===== src/rtl/id_regfile_scoreboard.sv =====
// id_regfile_scoreboard: decode-stage register file with WB forwarding and RAW busy scoreboard
//
// Ports:
//   Clk, Reset                 clock and synchronous active-high reset (starts the clear sequence)
//   Read_Address_n_ID          read addresses for ports 1 and 2
//   Read_Used_n_ID             operand n is needed by the ID instruction (qualifies the stall)
//   Reserve_Valid_ID/Address   destination reserved by the instruction leaving ID
//   RegWrite_WB, Write_*_WB    write-back port
//   Read_Data_n_ID             combinational read data
//   Stall_ID                   combinational decode stall
//   Ready                      registered, high once the array has been cleared
//
// Build option: define ID_REGFILE_BYPASS_EN to forward WB data to the read ports
// and suppress the stall on a busy register that is being written this cycle.
module id_regfile_scoreboard #(
    parameter int DATA_W = 32,
    parameter int ADDR_W = 5
) (
    input  logic              Clk,
    input  logic              Reset,
    input  logic [ADDR_W-1:0] Read_Address_1_ID,
    input  logic [ADDR_W-1:0] Read_Address_2_ID,
    input  logic              Read_Used_1_ID,
    input  logic              Read_Used_2_ID,
    input  logic              Reserve_Valid_ID,
    input  logic [ADDR_W-1:0] Reserve_Address_ID,
    input  logic              RegWrite_WB,
    input  logic [ADDR_W-1:0] Write_Register_WB,
    input  logic [DATA_W-1:0] Write_Data_WB,
    output logic [DATA_W-1:0] Read_Data_1_ID,
    output logic [DATA_W-1:0] Read_Data_2_ID,
    output logic              Stall_ID,
    output logic              Ready
);
    localparam int DEPTH = 2 ** ADDR_W;
    localparam logic [ADDR_W-1:0] LAST = '1;

    typedef enum logic {CLEAR, RUN} state_t;

    state_t            state;
    logic [ADDR_W-1:0] ptr;
    logic [DATA_W-1:0] mem [DEPTH];
    logic [DEPTH-1:0]  busy;
    logic              run, wr_en, fwd_1, fwd_2, hz_1, hz_2;

    assign run   = state == RUN;
    assign wr_en = RegWrite_WB && Write_Register_WB != '0;

`ifdef ID_REGFILE_BYPASS_EN
    assign fwd_1 = wr_en && Write_Register_WB == Read_Address_1_ID;
    assign fwd_2 = wr_en && Write_Register_WB == Read_Address_2_ID;
`else
    assign fwd_1 = 1'b0;
    assign fwd_2 = 1'b0;
`endif

    // Register 0 is never reserved, so busy[0] stays 0 and needs no special case here
    assign hz_1     = Read_Used_1_ID && busy[Read_Address_1_ID] && !fwd_1;
    assign hz_2     = Read_Used_2_ID && busy[Read_Address_2_ID] && !fwd_2;
    assign Stall_ID = !run || hz_1 || hz_2;

    assign Read_Data_1_ID = (!run || Read_Address_1_ID == '0) ? '0 :
                            fwd_1 ? Write_Data_WB : mem[Read_Address_1_ID];
    assign Read_Data_2_ID = (!run || Read_Address_2_ID == '0) ? '0 :
                            fwd_2 ? Write_Data_WB : mem[Read_Address_2_ID];

    always_ff @(posedge Clk) begin
        if (Reset) begin
            state <= CLEAR;
            ptr   <= ADDR_W'(1);
            busy  <= '0;
            Ready <= 1'b0;
        end else if (state == CLEAR) begin
            ptr <= ptr == LAST ? ptr : ptr + 1'b1;
            if (ptr == LAST) begin
                state <= RUN;
                Ready <= 1'b1;
            end
        end else begin
            if (wr_en)
                busy[Write_Register_WB] <= 1'b0;
            // Placed after the write-back clear so a new producer wins on the same address
            if (Reserve_Valid_ID && Reserve_Address_ID != '0 && !Stall_ID)
                busy[Reserve_Address_ID] <= 1'b1;
        end
    end

    // Storage kept free of reset so it maps onto plain RAM; the clear sequence zeroes it
    always_ff @(posedge Clk) begin
        if (!Reset) begin
            if (state == CLEAR)
                mem[ptr] <= '0;
            else if (wr_en)
                mem[Write_Register_WB] <= Write_Data_WB;
        end
    end
endmodule


===== config.mk =====
export PLATFORM = sky130hd
export DESIGN_NAME = id_regfile_scoreboard
export DESIGN_NICKNAME = d
export VERILOG_FILES = /design/src/rtl/id_regfile_scoreboard.sv
export SDC_FILE = /design/constraint.sdc
export NUM_CORES = 1
export LEC_CHECK = 0
export BUFFER_PORTS_ARGS = -buffer_cell sky130_fd_sc_hd__buf_2
export CAP_MARGIN = 20
export CORE_ASPECT_RATIO = 0.9
export CORE_MARGIN = 2
export CORE_UTILIZATION = 40
export DETAILED_ROUTE_END_ITERATION = 8
export PLACE_DENSITY = 0.6
export RECOVER_POWER = 50
export REMOVE_ABC_BUFFERS = 1
export SYNTH_ARGS = -nofsm -noshare
export SYNTH_HDL_FRONTEND = slang
export SYNTH_SLANG_ARGS = --single-unit

===== constraint.sdc =====
create_clock -name Clk -period 6.1 [get_ports Clk]
set_input_delay 0.915 -clock Clk [delete_from_list [all_inputs] [get_ports Clk]]
set_output_delay 0.915 -clock Clk [all_outputs]
set_load 0.02 [all_outputs]

* Word level (Yosys, flattened, before mapping)
Memories as Yosys holds them, arrays and structs flattened.
Index checks and enable logic that the tools add are counted.
** Storage, ports and cells
- Register bits :: 39
- Bits in writable memories :: 1024
- Input port bits :: 58
- Output and inout bits :: 66
- Logic and storage cells :: 64
- Memories kept :: 1
** Operators by class
- Add/sub/neg operators :: 1
- Order comparisons :: 6
- Eq/ne operators :: 1
- Multiplexer cells :: 26
- Bitwise logic cells :: 5
- Reduce and logical (&&, ||, !) cells :: 20
** Memory list
- mem :: words 32, width 32, read ports 2, clocked after memory_dff 0, wr ports 1, RTL line 42 : logic [DATA_W-1:0] mem [DEPTH];
** Operators with widths (count)
- 32-bit two-way mux :: 7
- 32-bit bitwise AND :: 1
- 32-bit NOT :: 1
- 32-bit bitwise OR :: 1
- 32-bit OR reduction :: 1
- 5-bit by 6-bit less-than comparator with 1-bit output (second input constant) :: 4
- 1-bit two-way mux :: 14
- 1-bit binary-select mux with 5-bit select :: 2
- 1-bit demux with 5-bit select :: 2
- 5-bit by 1-bit greater-or-equal comparator with 1-bit output (second input constant) :: 2
- 5-bit zero test :: 2
- 5-bit nonzero test :: 2
- 1-bit logical AND :: 7
- 5-bit by 1-bit adder with 5-bit output (second input constant) :: 1
- 5-bit == test (second input constant) :: 1
- 5-bit two-way mux :: 1
- 1-bit logical OR :: 4
- 2-bit AND reduction :: 2
- 1-bit zero test :: 2
- 1-bit NOT :: 2

* Longest topological paths before layout
- Word-level depth :: 11
- Mapped depth :: 10
- Mapped depth without buffers :: 7

* Worst setup path before layout
OpenSTA, ideal clock, no wires.
- Path kind :: input port to flip-flop
- From :: input port Reset
- To :: memory mem[26][0], enable pin
- Setup time :: 421 ps
- Data arrival time :: 3506 ps
- Required time :: 5679 ps
- Slack :: 2173 ps
- Cell stages on the path :: 5
- Buffers on the path :: 2
- Path through :: clkbuf_1 > a211oi_1 > clkbuf_1 > a22oi_1 > nor2_1
** On the way
- Word-level cells in the longest chain between the ends :: 4
- Elaborated cells between the ends (all ways) :: 7
- Classes of those cells :: mux (6); reduce/logical (1)
** Ends and longest elaborated chain
- start, declared :: RTL line 20 : input logic Reset,
- 1-bit two-way mux :: RTL line 90 : if (!Reset) begin
- 1-bit two-way mux (implied by the code) :: RTL line 94 : mem[Write_Register_WB] <= Write_Data_WB;
- 32-bit OR reduction (no line)
- 5-bit two-way mux (no line) or 1-bit two-way mux (tied branches)
- end, declared :: RTL line 42
Parallel ways exist; a longest one is shown, timed or not.

* Worst setup path after layout
- From :: input port Write_Register_WB[4]
- To :: memory mem[3][4], enable pin
** On the way
- Word-level cells in the longest chain between the ends :: 8
- Elaborated cells between the ends (all ways) :: 9
- Classes of those cells :: mux (6); reduce/logical (3)
** Ends and longest elaborated chain
- start, declared :: RTL line 28 : input logic [ADDR_W-1:0] Write_Register_WB,
- 5-bit nonzero test :: RTL line 47 : assign wr_en = RegWrite_WB && Write_Register_WB != '0;
- 1-bit logical AND :: RTL line 47
- 1-bit two-way mux :: RTL line 93 : else if (wr_en)
- 1-bit two-way mux :: RTL line 91 : if (state == CLEAR)
- 1-bit two-way mux :: RTL line 90
- 1-bit two-way mux (implied by the code) :: RTL line 94
- 32-bit OR reduction (no line)
- 5-bit two-way mux (no line) or 1-bit two-way mux (tied branches)
Parallel ways exist; a longest one is shown, timed or not.

==> out/results.ini <==
[outcome]
result_of_the_run = finished with violations
violations = max-capacitance violations, max-slew violations

[yosys]
yosysSeqAreaShare_pct = 62.2
synth_enable_flop_cells = 1024
synth_area_per_cell_um2 = 16.4
ys_ff_latch = 1063
ys_types = 48
syn-cell-area_mm2 = 0.0507
top_reg_cell_synth = sky130_fd_sc_hd__edfxtp_1
ys.warnings.count = 0
synthCells = 3093
ys_async_sr_fraction_pct = 0

[clock_network]
clockRootBuffer = sky130_fd_sc_hd__clkbuf_16
postCtsSetupBuffers = 0
clock_sinks = 1063
clk_transition_reported_paths_ns = 0.06
numCtsBuffers = 112
worst_skew_pair.late_latency_ns = 0.74
cts-htree-levels = 3
cts-hold-fix-buffers = 0
cts_max_path_buffers = 3
postCtsResizedCells = 0
clock_tree_from_tritoncts = yes

[sta]
fin_tns_setup_ns = 0
fin_worst_skew_ns = 0.0340
clock.fmax_ghz = 0.191
finalHoldViolCount = 0
worst_pin_slew_ns = 2.00
worst_slew_margin_rel_pct = -33.4
timing.final.crit_period_ns = 5.24
finalCritPeriodShare_pct = 85.9
setup_repair_after_global_routing_missed_its_margin = false
finalSetupViolations = 0
final_max_slew_viol_count = 347

[power]
vdd.ir_drop.worst_mv = 0.247
power_switching_share_pct = 23.2
leakage_nw = 17.8
comb_power_share_pct = 7.5
part_of_the_total_power_dissipated_in_the_clock_network_pct = 42.5
pwr_density_cell_mw_per_mm2 = 279
internal_power_mw = 12.3
switching_power_mw = 3.70
pwr-share-seq_pct = 50.1

[setup_path]
cp_slowest_stage_delay_ns = 1.24
crit_required_ns = 6.45
cp-end-kind = register
crit_path_max_fanout = 25
path_buf_inv = 4
cp_cell_sequence = clkbuf_1 > nor3_1 > a211oi_1 > clkbuf_1 > a31oi_2 > buf_4 > nor2_1 > buf_4
cp_num_cells = 8
setup.worst_path.start_class = primary input
timing.critical_path.max_delay_family = buffers and inverters
worst_reg2reg_path_depth = 7
critPathArrivalTime_ns = 5.58
kind_of_critical_path = in2reg
cpMaxStageDelayCell = sky130_fd_sc_hd__a211oi_1

[floorplanning]
die_height_um = 342
placement_rows = 123
start_util_pct = 40.4
number_of_i_o_pins = 124
dieWidth_um = 379
fp.dieArea_mm2 = 0.130
core_area_mm2 = 0.125

[routing]
vias_per_cell = 6.47
antenna_left = 0
drt_iter0_markers = 4036
detailedRoute.firstPassIterationCount = 5
wl_per_instance_um = 32.7
detail_route.drc_violations = 0
wl_mm = 163
num_vias = 32200

[hold_path]
worst_hold_path.num_cells = 1
hold_path.class = reg2reg

[global_routing]
groute.layer.met1.usage_pct = 36.3
met2_resource_use_gr_pct = 39.2
grt_pass1_wl_mm = 232
grt_pass1_vias = 31900
grt_overflow = 0
grt.met3_usage_pct = 4.09
antenna_violations_before_repair = 7
grt_most_used_layer = met2
track_usage_pct = 25.0
grt_max_degree = 89

[placement]
placer_congestion = 0.788
detailed_place_hpwl_mm = 91.1
placed_cell_area_mm2 = 0.0536
place.port_buffers = 123

[finish]
layout_common_cells = 1024 x sky130_fd_sc_hd__edfxtp_1, 517 x sky130_fd_sc_hd__mux2i_1, 268 x sky130_fd_sc_hd__mux4_2
finish.net_count = 3253
mostFrequentLayoutCell = sky130_fd_sc_hd__edfxtp_1
final_layout_size_suffix_gt1_share_pct = 22.9
areaGrowthSynthToFinish_pct = 12.7
final_area_mm2 = 0.0572

[flow_run]
maxCapViolations = 14

flip-flops by register name, indices dropped and copies added, names as in the netlist:
| name | flops |
|---|---|
| run | 1 |
| mem | 1024 |
| busy | 32 |
| Ready | 1 |
| ptr | 5 |
cell type report:
cell class / instances / area [um2]
fill: 10800 / 68300
antenna: 3 / 7.51
clock inverter: 62 / 606
multi-input combinational: 1764 / 18000
clock buffer: 142 / 2980
inverter: 9 / 38.8
tap: 1687 / 2110
timing repair buffer: 243 / 1840
sequential: 1063 / 31500
metal layers:
metal / vias up / wire length [um]
met3: 247 / 14400
met2: 1661 / 75900
li1: 13300 / -
met1: 17000 / 68700
met4: 4 / 3660
met5: - / 14
logic make-up (layout without fill, tap and decap cells):
logic type               count (synthesis)  in the layout  share of synthesized area [%]
AND/OR/NAND/NOR                        302            302                           3.71
AO/OA/AOI/OAI                          666            666                           9.09
adder cells (fa/ha/maj)                  2              2                         0.0494
flip-flops                            1063           1063                           62.2
XOR/XNOR                                 3              3                         0.0518
buffers and inverters                  266            456                           2.59
multiplexers                           791            791                           22.3
other                                    0              3                              0
worst paths after layout:
kind,start,to,slack (ns)
max,Write_Register_WB[4],mem[3][4],0.86
min,busy[0],busy[0],0.49
max reg2reg,run,mem[3][4],1.20
min reg2reg,busy[0],busy[0],0.49
cell usage after synthesis, types with 6 or more instances:
master | count | area [um2]
sky130_fd_sc_hd__a21oi_1 | 197 | 986
sky130_fd_sc_hd__a31oi_1 | 6 | 37.5
sky130_fd_sc_hd__and2_1 | 32 | 200
sky130_fd_sc_hd__buf_1 | 12 | 45.0
sky130_fd_sc_hd__buf_2 | 63 | 315
sky130_fd_sc_hd__buf_4 | 57 | 428
sky130_fd_sc_hd__clkbuf_1 | 122 | 458
sky130_fd_sc_hd__dfxtp_1 | 39 | 781
sky130_fd_sc_hd__edfxtp_1 | 1024 | 30700
sky130_fd_sc_hd__inv_1 | 9 | 33.8
sky130_fd_sc_hd__mux2i_1 | 517 | 5170
sky130_fd_sc_hd__mux4_2 | 268 | 6040
sky130_fd_sc_hd__nand2_1 | 24 | 90.1
sky130_fd_sc_hd__nand2b_1 | 8 | 50.1
sky130_fd_sc_hd__nor2_1 | 46 | 173
sky130_fd_sc_hd__nor2b_1 | 37 | 231
sky130_fd_sc_hd__o21ai_0 | 33 | 165
sky130_fd_sc_hd__o221ai_1 | 259 | 2270
sky130_fd_sc_hd__o22ai_1 | 129 | 807
sky130_fd_sc_hd__o31ai_1 | 31 | 233
sky130_fd_sc_hd__or3_1 | 64 | 400
sky130_fd_sc_hd__or3b_2 | 64 | 561
power by group through the flow:
stage | registers (mW) | logic, mW | clock network (mW)
6_report | 8.00 | 1.19 | 6.78
5_1_grt | 8.00 | 1.25 | 7.15
4_1_cts | 8.00 | 1.19 | 6.85
3_5_place_dp | 8.15 | 1.19 | 0
3_3_place_gp | 8.15 | 1.18 | 0
2_1_floorplan | 8.14 | 0.581 | 0
stage by stage:
| step | instances | hold slack, ns | power (mW) | utilization, % | setup WS [ns] |
|---|---|---|---|---|---|
| floorplan | 2836 | 0.448 | 8.73 | - | 0.257 |
| global placement | 4759 | 0.454 | 9.33 | 42.7 | 1.21 |
| detailed placement | 4759 | 0.471 | 9.34 | 42.7 | 1.22 |
| CTS | 4963 | 0.481 | 16.0 | 45.6 | 1.22 |
| global route | 4972 | 0.511 | 16.4 | 45.6 | 0.570 |
| finish | 4973 | 0.485 | 16.0 | 45.6 | 0.862 |
(Power assumes the default switching activity.)
